<file path="config.mk">
export PLATFORM = sky130hd
export DESIGN_NAME = logic_unit_pipe
export DESIGN_NICKNAME = d
export VERILOG_FILES = /design/src/rtl/logic_unit_pkg.sv /design/src/rtl/logic_reduce.sv /design/src/rtl/logic_unit_pipe.sv
export SDC_FILE = /design/constraint.sdc
export NUM_CORES = 1
export LEC_CHECK = 0
export CAP_MARGIN = 20
export CORE_MARGIN = 1.5
export CORE_UTILIZATION = 30
export CTS_CLUSTER_SIZE = 16
export DETAILED_ROUTE_END_ITERATION = 7
export PLACE_DENSITY = 0.68
export SLEW_MARGIN = 0
export SYNTH_ARGS = -nofsm -noshare
export SYNTH_HDL_FRONTEND = slang
export SYNTH_SLANG_ARGS = --single-unit
export TNS_END_PERCENT = 100
</file>
<file path="constraint.sdc">
create_clock -name clk -period 1.9 [get_ports clk]
set_input_delay 0.38 -clock clk [delete_from_list [all_inputs] [get_ports clk]]
set_output_delay 0.38 -clock clk [all_outputs]
set_load 0.01 [all_outputs]
</file>
<file path="src/rtl/logic_unit_pkg.sv">
// Shared constants for the registered logic unit: op encoding and counter width.
package logic_unit_pkg;

  localparam int OP_W      = 2;
  localparam int TXN_CNT_W = 16;

  localparam logic [OP_W-1:0] OP_AND  = 2'd0;
  localparam logic [OP_W-1:0] OP_OR   = 2'd1;
  localparam logic [OP_W-1:0] OP_XOR  = 2'd2;
  localparam logic [OP_W-1:0] OP_NAND = 2'd3;

endpackage

</file>
<file path="src/rtl/logic_reduce.sv">
// Combinational bitwise reduction of NUM_IN lanes under a selectable op,
// plus an all-zero flag on the result.
module logic_reduce
  import logic_unit_pkg::*;
#(
  parameter int WIDTH  = 8,
  parameter int NUM_IN = 2
) (
  input  logic [NUM_IN*WIDTH-1:0] in_data,
  input  logic [OP_W-1:0]         in_op,
  output logic [WIDTH-1:0]        result,
  output logic                    zero
);

  logic [WIDTH-1:0] and_acc;
  logic [WIDTH-1:0] or_acc;
  logic [WIDTH-1:0] xor_acc;

  always_comb begin
    and_acc = '1;
    or_acc  = '0;
    xor_acc = '0;
    for (int i = 0; i < NUM_IN; i++) begin
      and_acc = and_acc & in_data[i*WIDTH +: WIDTH];
      or_acc  = or_acc  | in_data[i*WIDTH +: WIDTH];
      xor_acc = xor_acc ^ in_data[i*WIDTH +: WIDTH];
    end
  end

  always_comb begin
    result = '0;
    case (in_op)
      OP_AND:  result = and_acc;
      OP_OR:   result = or_acc;
      OP_XOR:  result = xor_acc;
      OP_NAND: result = ~and_acc;
      default: result = '0;
    endcase
    zero = (result == '0);
  end

endmodule

</file>
<file path="src/rtl/logic_unit_pipe.sv">
// One-stage registered logic unit with valid/ready on both sides.
// Optional accept counter enabled by LOGIC_UNIT_PIPE_TXN_CNT_EN.
//
// state | meaning
// EMPTY | valid_q=0, no result held
// FULL  | valid_q=1, out_data/out_zero hold a result
module logic_unit_pipe
  import logic_unit_pkg::*;
#(
  parameter int WIDTH  = 8,
  parameter int NUM_IN = 2
) (
  input  logic                    clk,
  input  logic                    rst_n,
  input  logic                    in_valid,
  output logic                    in_ready,
  input  logic [OP_W-1:0]         in_op,
  input  logic [NUM_IN*WIDTH-1:0] in_data,
  output logic                    out_valid,
  input  logic                    out_ready,
  output logic [WIDTH-1:0]        out_data,
  output logic                    out_zero,
  output logic [TXN_CNT_W-1:0]    txn_count
);

  logic [WIDTH-1:0] res;
  logic             res_zero;
  logic             accept;

  logic             valid_d, valid_q;
  logic [WIDTH-1:0] data_d,  data_q;
  logic             zero_d,  zero_q;

  logic_reduce #(
    .WIDTH  (WIDTH),
    .NUM_IN (NUM_IN)
  ) u_reduce (
    .in_data (in_data),
    .in_op   (in_op),
    .result  (res),
    .zero    (res_zero)
  );

  // A draining result frees the slot in the same cycle, so no bubble.
  assign in_ready = !valid_q || out_ready;
  assign accept   = in_valid && in_ready;

  always_comb begin
    valid_d = valid_q;
    data_d  = data_q;
    zero_d  = zero_q;
    if (accept) begin
      valid_d = 1'b1;
      data_d  = res;
      zero_d  = res_zero;
    end else if (out_ready) begin
      valid_d = 1'b0;
    end
  end

  always_ff @(posedge clk) begin
    if (!rst_n) begin
      valid_q <= 1'b0;
      data_q  <= '0;
      zero_q  <= 1'b0;
    end else begin
      valid_q <= valid_d;
      data_q  <= data_d;
      zero_q  <= zero_d;
    end
  end

  assign out_valid = valid_q;
  assign out_data  = data_q;
  assign out_zero  = zero_q;

`ifdef LOGIC_UNIT_PIPE_TXN_CNT_EN
  logic [TXN_CNT_W-1:0] cnt_d, cnt_q;

  // Saturates at all-ones rather than wrapping.
  always_comb begin
    cnt_d = cnt_q;
    if (accept && (cnt_q != '1)) begin
      cnt_d = cnt_q + TXN_CNT_W'(1);
    end
  end

  always_ff @(posedge clk) begin
    if (!rst_n) begin
      cnt_q <= '0;
    end else begin
      cnt_q <= cnt_d;
    end
  end

  assign txn_count = cnt_q;
`else
  assign txn_count = '0;
`endif

endmodule
</file>
Word-level counts from Yosys, hierarchy flattened. Index checks and enable logic that the tools add are counted.

Mux-type cells: 3. Eq/ne operators: 3. Reductions and logical operators: 6. Bitwise operators: 4.

Operator list (count): $pmux W8 S4 (1); $and A8 B8 Y8 (1); $logic_not A8 Y1 (1); $not A8 Y8 (1); $or A8 B8 Y8 (1); $xor A8 B8 Y8 (1); $eq A2 B2 Y1 const B (2); $eq A2 B1 Y1 const B (1); $logic_not A2 Y1 (1); $mux W1 (2); $reduce_bool A2 Y1 (1); $logic_and A1 B1 Y1 (1); $logic_not A1 Y1 (1); $logic_or A1 B1 Y1 (1).

Output and inout port bits: 27. Register bits after elaboration: 10. Word-level logic and storage cells: 19. Bits of input ports: 22.

Depth between registers and ports, before layout.
Depth after elaboration: 4. Mapped depth: 7.

By module. A second synthesis with hierarchy kept.

Cell total of the unflattened synthesis: 144. Area, all modules: 1103.6 µm².

Modules (own cells, without submodules): logic_reduce (cells each 83, instances 1, area an instance 564.3 µm²); logic_unit_pipe (cells each 61, instances 1, area an instance 539.3 µm²).

Least setup slack after synthesis. Ideal clock, no wire load.

Kind: input to register. From: input in_data[4]. To: register zero_q, in the netlist out_zero. Required time: 1.830 ns. Stages on the path: 7. Path buffers: 0. Slack: 0.356 ns. Arrival: 1.474 ns. Cell sequence: inv_1 ha_1 mux2_1 mux2i_1 and4_1 nand4_1 a21boi_1.

Word-level cells in the longest chain between the ends: 4. Elaborated cells on any way between the ends: 6. Classes of those cells: 1 x mux; 4 x bitwise; 1 x reduce/logical.

Ends and longest elaborated chain: start, declared (line logic_unit_pipe.sv:18) `input logic [NUM_IN*WIDTH-1:0] in_data,`; $and A8 B8 Y8 (line logic_reduce.sv:24) `and_acc = and_acc & in_data[i*WIDTH +: WIDTH];`; $not A8 Y8 (line logic_reduce.sv:36) `OP_NAND: result = ~and_acc;`; $pmux W8 S4 * (line logic_reduce.sv:32) `case (in_op)`; $logic_not A8 Y1 * (line logic_reduce.sv:39) `zero = (result == '0);`; end signal, assigned (line logic_unit_pipe.sv:69) `zero_q <= zero_d;`; end, declared (line logic_unit_pipe.sv:32) `logic zero_d, zero_q;`.

Mark *: on every way between the ends. The rest lies on a longest branch, timed or not. A chain may end at the register's enable or synchronous reset.

Worst setup path in the final report.
From: input in_data[14]. To: register zero_q, in the netlist out_zero.

The elaborated chain is that of the path after synthesis.

==> flow_metrics.tcl <==
set metrics [dict create \
    dp_cells 209 \
    maxCapViolations 0 \
    vias_per_cell 4.15 \
    wire_per_inst_um 10.1 \
    post-route-period-util 0.976 \
    reg2reg_to "out_zero" \
    critical_path.cell_chain "clkdlybuf4s50_1 > inv_1 > ha_1 > mux2_4 > mux2i_4 > and4_1 > nand4_1 > a21boi_1" \
    critPathBufInv 2 \
    final_nets 208 \
    root_buffer "clkbuf_4" \
    ff2ff_path_depth 6 \
    antenna_cells 0 \
    die_w_um 62.7 \
    fin_crit_ns 1.85 \
    powerDensity_nw_per_um2 449 \
    io_pins 49 \
    antenna_found_initial 0 \
    hp-start "out_zero" \
    drive_gt1_frac 0.183 \
    first_global_vias 843 \
    firstDrtPassIters 2 \
    ys_seq_elements 10 \
    final_hold_viol_count 0 \
    grt_max_degree 18 \
    start_util 0.316 \
    synth_area_leaders "dfxtp_1, ha_1, mux2i_1" \
    synth_top_area_share 0.187 \
    final_cell_count_no_fill 215 \
    fp.dieArea_um2 3930 \
    path_class "in2reg" \
    synth-warning-count 0 \
    status "completed" \
    fin_ws_ns 0.0458 \
    peakVddDrop_mv 0.184 \
    min_to "out_zero" \
    numCtsBuffers 3 \
    seq_area_um2 200 \
    seq_area_frac_synth 0.187 \
    rows 21 \
    drc_errors 0 \
    worstPathRequired_ns 2.10 \
    cpMaxStageDelayCell "clkdlybuf4s50_1" \
    place_ws_ns -0.329 \
    vias 893 \
    core_um2 3390 \
    cts-htree-levels 1 \
    setup_viol 0 \
    dp_hpwl_mm 1.73 \
    start_kind "primary input" \
    insertion_delay_ns 0.26 \
    nFillCells 343 \
    tritoncts "built" \
    hold_class "reg2reg" \
    rrSetupSlack_ns 0.69 \
    yosysTopAreaCell "dfxtp_1" \
    crit_family "buffers and inverters" \
    fp.dieH_um 62.7 \
    r2r_start "out_valid" \
    port_buffers 32 \
    wirelength_mm 2.16 \
    synthToLayoutAreaGrowth_pct 46.3 \
    avgSynthCellArea_um2 8.77 \
    clk_pin_slew_ns 0.07 \
    cts_hold_buf 0 \
    cts_buffer_depth 2 \
    cts.sinks 10 \
    p_total_mw 0.703 \
    drv_slew 0 \
    cp-end-kind "flip-flop" \
    skew_ns 0.00503 \
    grt_first_pass_wirelength_mm 3.41 \
    synthCells 122 \
    syn_area_um2 1070 \
    ant_nets 0 \
    drt_iter0_markers 17 \
    grt_use_total 0.108 \
    p_leak_nw 0.845 \
    worst-path-max-fanout 2 \
    hold_depth 2 \
    arrival_ns 2.05 \
    max_clock_freq_mhz 539 \
    overflow 0 \
    synth_cell_types 23 \
    gp_congestion 0.700 \
    slowest_delay_ns 0.47 \
    multi_input_area_um2 741 \
]
[how the worst max path moves through the flow]
stage                     depth (start not counted)  slack, ns        start  endpoint
after floorplan                                   7       0.36   in_data[4]  out_zero
after global placement                            8      -0.26   in_data[4]  out_zero
after detailed placement                          8      -0.33   in_data[4]  out_zero
after CTS                                         8       0.01   in_data[7]  out_zero
after global routing                              8      -0.03  in_data[13]  out_zero
final                                             8       0.05  in_data[14]  out_zero
[synth_stat cells]
master / instances
nand2_1: 9
and2_1: 8
o21ai_1: 2
nor2_1: 2
dfxtp_1: 10
mux2_4: 1
buf_12: 1
buf_4: 17
nand2b_1: 1
conb_1: 1
a21boi_0: 1
a21boi_1: 1
inv_1: 18
nand4_1: 1
mux2_1: 7
buf_6: 2
nand2_2: 1
ha_1: 16
and4_1: 1
o21ai_0: 6
mux2i_1: 14
o21ai_2: 1
mux2_2: 1
[registers in the layout, indices dropped and copies added (netlist names)]
signal     flops
out_zero       1
out_valid      1
out_data       8
[per-layer routing]
metal	routed length [µm]	share of wire	GRT usage	vias up
met5	0	0	0	-
met4	16	0.0074	0.0417	0
met3	98	0.045	0.0234	2
met2	1200	0.56	0.220	22
met1	847	0.39	0.101	416
li1	-	-	-	453
[worst reg2reg max path, delay by kind of cell, from the launching register on]
| family | cells | cell delay [ns] |
|---|---|---|
| buf+inv | 1 | 0.12 |
| simple gates | 4 | 0.58 |
| flops | 1 | 0.32 |
| compound gates | 1 | 0.14 |
[power by group]
part | switching, mW | internal [mW] | total, mW
combinational | 0.120 | 0.161 | 0.281
sequential | 0.00761 | 0.225 | 0.232
clock | 0.0742 | 0.116 | 0.190
[metrics by stage]
step                      setup TNS, ns  cell area [µm²]  hold WS [ns]   util
final                                 0             1570         0.463  0.462
after global routing            -0.0322             1570         0.480  0.462
after CTS                             0             1490         0.468  0.439
after detailed placement          -1.51             1440         0.454  0.425
after global placement            -1.20             1440         0.451  0.425
after floorplan                       0             1130         0.475      -
[final cells by class]
class,count,share of cell area
Tap cell,46,0.0368
Sequential cell,10,0.128
Inverter,18,0.0432
Timing Repair Buffer,48,0.296
Multi-Input combinational cell,89,0.473
Clock buffer,4,0.0232
[logic make-up after synthesis]
kind of cell | share of synthesized area
AND/OR/NAND/NOR | 0.111
adder cells (fa/ha/maj) | 0.187
buffers and inverters | 0.222
multiplexers | 0.229
flip-flops | 0.187
other | 0.00351
AO/OA/AOI/OAI | 0.0597
[timing repair]
item,4_1_cts,5_1_grt
setup endpoints to repair,1,5
buffers inserted,1,1
resized for setup,1,17
pin swaps,2,4
[layout by cell type (no fill, tap or decap), drive strengths merged, types with 2 or more instances in the layout]
cell	synthesis	routed
clkdlybuf4s50	0	23
inv	18	18
conb	1	16
buf	20	16
ha	16	16
mux2i	14	14
dfxtp	10	10
nand2	10	10
dlymetal6s2s	0	9
o21ai	9	9
mux2	9	9
and2	8	8
clkbuf	0	4
nor2	2	2
a21boi	2	2
No activity file was read; power rests on OpenSTA's default activity.
==> RTL edit: new RTL, config.mk and constraints unchanged <==
`data_q` no longer has a reset.
--- a/src/rtl/logic_unit_pipe.sv
+++ b/src/rtl/logic_unit_pipe.sv
@@ -63,3 +63,2 @@
       valid_q <= 1'b0;
-      data_q  <= '0;
       zero_q  <= 1'b0;
@@ -67,5 +66,8 @@
       valid_q <= valid_d;
-      data_q  <= data_d;
       zero_q  <= zero_d;
     end
+  end
+
+  always_ff @(posedge clk) begin
+    data_q <= data_d;
   end
Function: changed (Yosys sat finds a counterexample within 4 cycles, from zero or initial values and one cycle with rst_n low).
==> RTL edit against the unedited design <==
- synthesized cell count fell by 18%
- clock skew shrank 0.0014 ns
- sequential cell count unchanged
- count of clock-buffer cells in the layout unchanged
- total power shrank 3.9%
- via count decreased by 14%
- wire length decreased by 14%
- cell area fell by 7.0%
- synthesized area decreased by 3.3%
- critical path depth decreased by 1
- setup slack better by 0.014 ns
==> RTL edit: results (changes against the unedited design) <==
| Parameter | Value | Unit | vs unedited |
| --- | --- | --- | --- |
| Compound-cell area share of the yosys netlist | 0.0447 | - | -0.0149 |
| Routed wire per std cell | 9.97 | um | -0.91% |
| Internal reg-to-reg setup slack | 0.83 | ns | +0.14 ns |
| Mapped Cells | 100 | - | -18% |
| Count of flip-flops with a built-in enable after synthesis | 8 | - | +8 |
| Peak VDD IR | 182 | uV | -0.83% |
| Worst reg-to-reg path cell count | 5 | - | -1 |
| Cell-internal power | 501 | uW | -0.19% |
| #MultiIn Comb | 68 | - | -24% |
| All-layer global routing usage | 0.102 | - | -0.00560 |
| First drt pass iteration count | 4 | - | +2 |
| Synth cell count leaders | sky130_fd_sc_hd__inv_1 (18), sky130_fd_sc_hd__buf_4 (17), sky130_fd_sc_hd__ha_1 (16) | - |  |
| Cells taking the most area after synthesis | sky130_fd_sc_hd__edfxtp_1 (23%), sky130_fd_sc_hd__ha_1 (19%), sky130_fd_sc_hd__mux2i_1 (14%), sky130_fd_sc_hd__buf_4 (12%), sky130_fd_sc_hd__mux2_2 (7.6%) | - |  |
| Post-route minimum period | 1.84 | ns | -0.0144 ns |
| Critical Path Start | in_data[9] | - |  |
| Outcome | finished clean | - |  |
| Sequential fraction of total cell area | 0.193 | - | +0.0647 |
| Largest net degree at the start of global routing | 17 | - | -1 |
| Multiplexer area fraction after synthesis | 0.222 | - | -0.00675 |
| Detail Placement HPWL | 1550 | um | -10% |
| Crit path arrival time | 2.02 | ns | -0.03 ns |
| Vias in the first global route | 716 | - | -15% |
| Total Die Area | 3810 | um^2 | -3.1% |
| Multi-input logic area | 584 | um^2 | -21% |
| Relative area of non-clock buffer cells in the final design | 0.295 | - | -0.000837 |
| Fraction of final layout cells sized beyond drive strength 1 | 0.149 | - | -0.0345 |
| Unique masters post-synth | 17 | - | -26% |
| Final worst clock skew | 0.00361 | ns | -0.00141 ns |
| Number of cells in the design after placement | 180 | - | -14% |
| Final weighted congestion of routability-driven global placement | 0.706 | - | +0.84% |
| Clock buf/inv share | 0.0249 | - | +0.00175 |
| Iteration-0 DRC count of the detailed router | 20 | - | +3 |
| Delay of the slowest critical-path stage | 0.49 | ns | +0.02 ns |
[RTL edit: changes by cell type after synthesis, sizes merged, moves of 2 or more]
cell    change
nor2        -2
and2        -5
a2111o      +2
o21ai       -9
nand2       -4
dfxtp       -8
edfxtp      +8
[RTL edit: stage by stage]
step                       util  hold slack [ns]
final                     0.440            0.505
after floorplan               -            0.508
after detailed placement  0.413            0.492
after global placement    0.413            0.488
after CTS                 0.426            0.506
after global routing      0.440            0.515
[RTL edit: power groups by stage]
stage | clock network, mW | registers, mW | logic, mW
final | 0.187 | 0.262 | 0.227
after global routing | 0.207 | 0.263 | 0.254
after CTS | 0.194 | 0.262 | 0.226
after detailed placement | 0 | 0.267 | 0.223
after global placement | 0 | 0.266 | 0.213
after floorplan | 0 | 0.275 | 0.132
[RTL edit: routing by layer]
layer	vias up	global-route usage	routed length, um
li1	384	-	-
met1	342	0.112	800
met2	35	0.188	895
met3	4	0.0145	149
met4	0	0.0547	19
met5	-	0	0
